$ cat config.mk
export PLATFORM = sky130hd
export DESIGN_NAME = mem_arbiter
export DESIGN_NICKNAME = d
export VERILOG_FILES = /design/src/rtl/mem_arb_pkg.sv /design/src/rtl/word_counter.sv /design/src/rtl/mem_arbiter.sv
export SDC_FILE = /design/constraint.sdc
export NUM_CORES = 1
export LEC_CHECK = 0
export CAP_MARGIN = 20
export CORE_MARGIN = 2
export CORE_UTILIZATION = 51
export DETAILED_ROUTE_END_ITERATION = 8
export PLACE_DENSITY = 0.89
export SLEW_MARGIN = 5
export SYNTH_ARGS = -nofsm -noshare
export SYNTH_HDL_FRONTEND = slang
export SYNTH_SLANG_ARGS = --single-unit
$ cat constraint.sdc
create_clock -name clk -period 3.35 [get_ports clk]
set_clock_uncertainty 0.05 [all_clocks]
set_input_delay 0.67 -clock clk [delete_from_list [all_inputs] [get_ports clk]]
set_output_delay 0.67 -clock clk [all_outputs]
set_load 0.005 [all_outputs]
$ cat src/rtl/mem_arb_pkg.sv
// Shared types and constants for the I/D memory arbiter.
package mem_arb_pkg;

  typedef enum logic [1:0] {
    IDLE    = 2'd0,
    FILL_I  = 2'd1,
    FILL_D  = 2'd2,
    WRITE_D = 2'd3
  } arb_state_t;

  localparam int WORDS_PER_BLOCK = 8;
  localparam int WORD_BYTES      = 2;

endpackage

$ cat src/rtl/word_counter.sv
// Small up-counter with synchronous clear, count enable and a terminal-count
// flag. Used for both the fill issue count and the fill return count.
module word_counter #(
  parameter int W    = 3,
  parameter int LAST = 7
) (
  input  logic         clk,
  input  logic         rst,
  input  logic         clr,
  input  logic         en,
  output logic [W-1:0] count,
  output logic         tc
);

  // Count enabled events; reset and clear both return to zero.
  always_ff @(posedge clk) begin
    if (rst || clr) count <= '0;
    else if (en)    count <= count + 1'b1;
  end

  assign tc = (count == W'(LAST));

endmodule

$ cat src/rtl/mem_arbiter.sv
// Arbitrates one memory port between an I-cache (block fills) and a D-cache
// (block fills or single-word writes). Fixed D-over-I priority by default;
// defining MEM_ARB_RR_EN switches conflict resolution to round-robin using a
// last-owner bit. Fills issue WORDS reads back to back while a separate
// return counter tracks read data, so memory latency is arbitrary.
module mem_arbiter
  import mem_arb_pkg::*;
#(
  parameter int ADDR_W = 16,
  parameter int DATA_W = 16,
  parameter int WORDS  = WORDS_PER_BLOCK
) (
  input  logic              clk,
  input  logic              rst,
  input  logic              i_req,
  input  logic [ADDR_W-1:0] i_addr,
  input  logic              d_req,
  input  logic              d_wr,
  input  logic [ADDR_W-1:0] d_addr,
  input  logic [DATA_W-1:0] d_wdata,
  output logic              i_grant,
  output logic              d_grant,
  output logic              i_data_valid,
  output logic              d_data_valid,
  output logic              i_done,
  output logic              d_done,
  output logic              mem_en,
  output logic              mem_wr,
  output logic [ADDR_W-1:0] mem_addr,
  output logic [DATA_W-1:0] mem_wdata,
  input  logic              mem_data_valid,
  output logic              busy
);

  arb_state_t        state_q, state_d;
  logic [ADDR_W-1:0] addr_q, mem_addr_q, fill_addr;
  logic [DATA_W-1:0] wdata_q, mem_wdata_q;
  logic              issued_all_q;
  logic              fill, issuing, fill_done, pick_d, prio_d;
  logic [2:0]        ic_cnt, rc_cnt;
  logic              ic_tc, rc_tc;
  logic              unused_rc;

`ifdef MEM_ARB_RR_EN
  logic last_d_q;  // 1 = D owned memory last

  // Remember who won the most recent arbitration.
  always_ff @(posedge clk) begin
    if (rst)                                    last_d_q <= 1'b1;
    else if (state_q == IDLE && state_d != IDLE) last_d_q <= (state_d != FILL_I);
  end

  assign prio_d = ~last_d_q;
`else
  assign prio_d = 1'b1;
`endif

  assign fill      = (state_q == FILL_I) || (state_q == FILL_D);
  assign issuing   = fill && !issued_all_q;
  assign fill_done = fill && mem_data_valid && rc_tc;
  assign pick_d    = d_req && (!i_req || prio_d);
  assign fill_addr = {addr_q[ADDR_W-1:4], 4'h0}
                   + ADDR_W'(ic_cnt) * ADDR_W'(WORD_BYTES);
  assign unused_rc = ^rc_cnt;

  word_counter #(.W(3), .LAST(WORDS-1)) u_issue_cnt (
    .clk   (clk),
    .rst   (rst),
    .clr   (state_q == IDLE),
    .en    (issuing),
    .count (ic_cnt),
    .tc    (ic_tc)
  );

  word_counter #(.W(3), .LAST(WORDS-1)) u_return_cnt (
    .clk   (clk),
    .rst   (rst),
    .clr   (state_q == IDLE),
    .en    (fill && mem_data_valid),
    .count (rc_cnt),
    .tc    (rc_tc)
  );

  // State, request capture, issue-complete flag and memory command hold.
  always_ff @(posedge clk) begin
    if (rst) begin
      state_q      <= IDLE;
      addr_q       <= '0;
      wdata_q      <= '0;
      issued_all_q <= 1'b0;
      mem_addr_q   <= '0;
      mem_wdata_q  <= '0;
    end else begin
      state_q     <= state_d;
      mem_addr_q  <= mem_addr;
      mem_wdata_q <= mem_wdata;
      if (state_q == IDLE) begin
        addr_q       <= pick_d ? d_addr : i_addr;
        wdata_q      <= d_wdata;
        issued_all_q <= 1'b0;
      end else if (issuing && ic_tc) begin
        issued_all_q <= 1'b1;
      end
    end
  end

  // Next-state arbitration and output decode.
  always_comb begin
    state_d      = state_q;
    i_grant      = 1'b0;
    d_grant      = 1'b0;
    i_data_valid = 1'b0;
    d_data_valid = 1'b0;
    i_done       = 1'b0;
    d_done       = 1'b0;
    mem_en       = 1'b0;
    mem_wr       = 1'b0;
    mem_addr     = mem_addr_q;
    mem_wdata    = mem_wdata_q;
    unique case (state_q)
      IDLE: begin
        if (pick_d)     state_d = d_wr ? WRITE_D : FILL_D;
        else if (i_req) state_d = FILL_I;
      end
      FILL_I: begin
        i_grant      = 1'b1;
        i_data_valid = mem_data_valid;
        i_done       = fill_done;
        if (fill_done) state_d = IDLE;
      end
      FILL_D: begin
        d_grant      = 1'b1;
        d_data_valid = mem_data_valid;
        d_done       = fill_done;
        if (fill_done) state_d = IDLE;
      end
      WRITE_D: begin
        d_grant   = 1'b1;
        d_done    = 1'b1;
        mem_en    = 1'b1;
        mem_wr    = 1'b1;
        mem_addr  = addr_q;
        mem_wdata = wdata_q;
        state_d   = IDLE;
      end
      default: state_d = IDLE;
    endcase
    if (issuing) begin
      mem_en   = 1'b1;
      mem_addr = fill_addr;
    end
  end

  assign busy = (state_q != IDLE);

endmodule

* Word-level counts from Yosys, hierarchy flattened *
Cells that the tools add are included.

operators by class
  add/sub/neg operators = 3
  equality and inequality tests = 7
  mux-type cells = 17
  reduce and logical (&&, ||, !) cells = 13

operator list
  cell                                            count
  two-way mux 16 bit                              4
  adder 16 x 4 -> 16 bit                          1
  two-way mux 1 bit                               8
  adder 3 x 1 -> 3 bit (second input constant)    2
  == test 3 bit (second input constant)           2
  two-way mux 2 bit                               3
  one-hot mux 2 bit (3 select lines)              1
  OR reduction 2 bit                              3
  == test 2 bit (second input constant)           2
  logical AND 1 bit                               4
  != test 3 bit (second input constant)           1
  == test 2 x 1 -> 1 bit (second input constant)  1
  zero test 2 bit                                 1
  logical OR 1 bit                                2
  != test 2 x 1 -> 1 bit (second input constant)  1
  one-hot mux 1 bit (2 select lines)              1
  AND reduction 2 bit                             1
  nonzero test 2 bit                              1
  zero test 1 bit                                 1

storage, ports and cells
  flip-flop bits (word level) = 73
  input port bits = 54
  output and inout port bits = 41
  word-level logic and storage cells = 48

* Depth between registers and ports, before layout *
  depth in word-level cells = 6
  mapped depth = 8
  depth with buffers taken out = 5

* By module *
A second synthesis with hierarchy kept.

second synthesis, totals
  cells, all modules = 318
  area total of the unflattened synthesis = 3196.8 µm²

by module, submodules not included
  module        times used  cells each  area an instance (µm²)  sequential area each (µm²)
  mem_arbiter   1           296         2929.1                  1341.3
  word_counter  2           11          133.9                   60.1

* Worst setup path after synthesis *
OpenSTA, ideal clock, no wires.

  kind = reg2out
  start = reg state_q[0]
  end = out mem_addr[11]
  arrival = 1.388 ns
  required time = 2.630 ns
  slack = 1.242 ns
  cell stages (with the launch flop) = 9
  buffers on the path = 3
  cell sequence = dfxtp_1 -> inv_1 -> ha_1 -> buf_4 -> nor2b_4 -> buf_6 -> buf_12 -> o21ai_2 -> nand2_1

on the way
  longest elaborated chain between the ends = 4
  elaborated cells on any way between the ends = 7
  classes of those cells = eq/ne (3); mux (2); reduce/logical (2)

RTL lines
  element                                                  RTL line            source
  start, declared                                          mem_arbiter.sv:35   arb_state_t state_q, state_d;
  start signal, assigned                                   mem_arbiter.sv:94   state_q <= state_d;
  == test 2 x 1 -> 1 bit or == test 2 bit (tied branches)  mem_arbiter.sv:58   assign fill = (state_q == FILL_I) || (state_q == FILL_D);
  logical OR 1 bit                                         mem_arbiter.sv:58
  logical AND 1 bit                                        mem_arbiter.sv:59   assign issuing = fill && !issued_all_q;
  two-way mux 16 bit (*)                                   mem_arbiter.sv:148  if (issuing) begin
  end, declared                                            mem_arbiter.sv:29   output logic [ADDR_W-1:0] mem_addr,

Every way passes the cells marked *; elsewhere a longest branch is shown, timed or not.

* Final worst setup path *
  start = reg state_q[1]
  end = out mem_addr[11]

The elaborated chain is that of the path after synthesis.

==> flow_summary.yaml <==
global_route:
  grt_pass1_wl_mm: 12.03
  grt_max_degree: 53
  grt_usage_pct: 21.40
  grt_pass1_vias: 2616
  overflow: 0
  antenna_found_initial: 0
placement:
  dpl-instance-area_um2: 4115
  portBuffers: 94
  dpl.hpwl_mm: 4.972
  gp_congestion: 0.8003
  placed_cells: 472
  place_ws_ns: 0.5231
yosys:
  syn_area_um2: 3223
  synth_top_area_cell: "dfxtp_1"
  synth.top_cell.area_share_pct: 45.34
  ys_seq_area_share_pct: 45.34
  synth_fp_nets: 386
  ys_seq_elements: 73
  postSynthCellCount: 324
  syn_area_per_cell_um2: 9.948
  synth_cell_types: 37
  ys_top_cells_by_area: "dfxtp_1 45%, mux2i_1 11%, nor2_1 4.5%"
  ys_warn_count: 0
routing:
  antenna_left: 0
  avgRoutedWirePerCell_um: 14.65
  drc_errors: 0
  drt_wl_total_mm: 7.207
  post_drt_via_cell_ratio: 5.246
  vias: 2581
  drt_iter0_drc: 110
  drtPass1Iterations: 4
clock_network:
  clockBufferDepth: 2
  htreeDepth: 3
  cts_root_buffer: "clkbuf_8"
  post_cts_resize_count: 0
  clock-sinks: 73
  cts_made_buffers: 9
  post_cts_buffers: 0
  cts_tree: "yes"
  clk_pin_slew_ns: 0.08
  clk_latency_ns: 0.35
  cts_hold_buffers: 0
floorplanning:
  initial_utilization_pct: 53.49
  die_area_um2: 6971
  num_io_pins: 95
  row_count: 28
  fp.dieH_um: 83.50
  coreArea_um2: 6026
  die_w_um: 83.50
sta:
  setup_viol: 0
  tns_ns: 0
  max_freq_ghz: 0.3255
  drv_slew: 0
  timing.final.ws_setup_ns: 0.2779
  rsz0062_at_grt: "no"
  worstMarginPinSlew_ns: 0.7181
  slew_headroom_pct: 52.12
  fin_crit_sh_pct: 91.71
  period_minus_slack_ns: 3.072
  finalHoldViolCount: 0
layout:
  mostFrequentLayoutCells: "93 x clkdlybuf4s50_1, 73 x dfxtp_1, 39 x nor2_1, 36 x mux2i_1, 21 x a21oi_1"
  synthToLayoutAreaGrowth_pct: 34.82
  drive_gt1_share_pct: 13.43
  layout.cells.non_filler: 492
  nets: 474
  fin_area_um2: 4345
  diodes: 0
  layout_commonest_cell: "clkdlybuf4s50_1"
power_and_ir_drop:
  vdd_drop_max_uv: 495.4
  powerDensity_nw_per_um2: 787.1
  leakage_uw: 0.001838
critical_path:
  endpoint: "mem_addr[11]"
  rr_endpoint: "state_q[0]$_SDFFE_PP0P_"
  r2r_cells: 5
  r2r_slack_ns: 1.50
  crit_fanout: 15
  arrival_ns: 2.35
  r2r-start: "state_q[1]$_SDFFE_PP0P_"
  critPathKind: "flip-flop to output pin"
  end_kind: "output pin"
  cp_data_required_time_ns: 2.63
  cp-startpoint: "state_q[1]$_SDFFE_PP0P_"
  cp-start-kind: "flip-flop"
min_path:
  min_from: "u_return_cnt.count[1]$_SDFFE_PP0P_"
  hold_class: "flip-flop to flip-flop"
run:
  drv_cap: 0
outcome:
  status: "finished, final reports clean"
[per-stage QoR]
| step | power, uW | hold WS [ns] | utilization (%) |
|---|---|---|---|
| 6_report | 3420 | 0.4169 | 72.11 |
| 3_3_place_gp | 2635 | 0.3951 | 68.29 |
| 5_1_grt | 3661 | 0.4504 | 72.11 |
| 2_1_floorplan | 2198 | 0.3900 | - |
| 3_5_place_dp | 2688 | 0.4067 | 68.29 |
| 4_1_cts | 3353 | 0.4161 | 71.41 |
[cells in the mapped netlist (all sizes together)]
cell type / n
a21bo: 1
nand3: 14
nand2: 19
or2: 2
a221oi: 1
ha: 8
o21ai: 14
a21oi: 21
o21ba: 1
a41o: 1
and2: 2
mux2i: 36
dfxtp: 73
mux2: 16
buf: 20
xnor2: 1
nor2: 40
and3: 1
and4: 1
nand2b: 2
nor2b: 17
nor3: 1
inv: 6
a211oi: 19
clkbuf: 6
xor2: 1
[power by group]
part	total (uW)	switching [uW]	internal (uW)
registers	1170	94.9	1070
logic	1600	774	823
clock network	656	313	343
total	3420	1180	2240
[final cells by class]
| class | instances | area (um2) |
|---|---|---|
| inverters | 6 | 22.52 |
| well taps | 75 | 93.84 |
| clock buffers | 11 | 131.4 |
| fillers | 482 | 1680 |
| multi-input cells | 219 | 1551 |
| flip-flops and latches | 73 | 1461 |
| repair buffers | 103 | 1028 |
| clock inverters | 5 | 56.30 |
[kinds of logic (layout without fill, tap and decap cells)]
logic type,after synthesis,after routing,share of synthesized area (%)
simple gates,99,99,15.22
flops,73,73,45.34
compound gates,58,58,11.53
mux,52,52,17.59
buf+inv,32,125,6.677
fa+ha+maj,8,8,3.106
xor+xnor,2,2,0.5436
[per-layer routing]
| metal | vias to the layer above | routed length (um) | global-route usage (%) |
|---|---|---|---|
| met4 | 0 | 82 | 6.598 |
| li1 | 1287 | - | - |
| met2 | 78 | 3542 | 37.10 |
| met3 | 10 | 497 | 8.111 |
| met1 | 1206 | 3083 | 24.47 |
| met5 | - | 0 | 0 |
[worst min-delay path by stage]
stage / endpoint / depth (start not counted)
3_3_place_gp: u_return_cnt.count[1]$_SDFFE_PP0P_ / 2
5_1_grt: u_return_cnt.count[2]$_SDFFE_PP0P_ / 2
4_1_cts: u_return_cnt.count[1]$_SDFFE_PP0P_ / 2
3_5_place_dp: u_return_cnt.count[1]$_SDFFE_PP0P_ / 2
6_report: u_return_cnt.count[1]$_SDFFE_PP0P_ / 2
2_1_floorplan: u_return_cnt.count[1]$_SDFFE_PP0P_ / 2
[flip-flops by register name, indices dropped and copies added, names as in the netlist]
signal              count
mem_wdata_q            16
state_q                 2
issued_all_q            1
wdata_q                16
mem_addr_q             16
u_issue_cnt.count       3
u_return_cnt.count      3
addr_q                 16
[critical path, cell delays in order, from the launching register on]
cell and delay, ns:
dfxtp_1 0.37, inv_1 0.09, ha_2 0.42, nor2b_4 0.22, buf_12 0.15, buf_4 0.11
o21ai_2 0.05, nand2_1 0.08, clkdlybuf4s50_1 0.50
(Power assumes the default switching activity.)
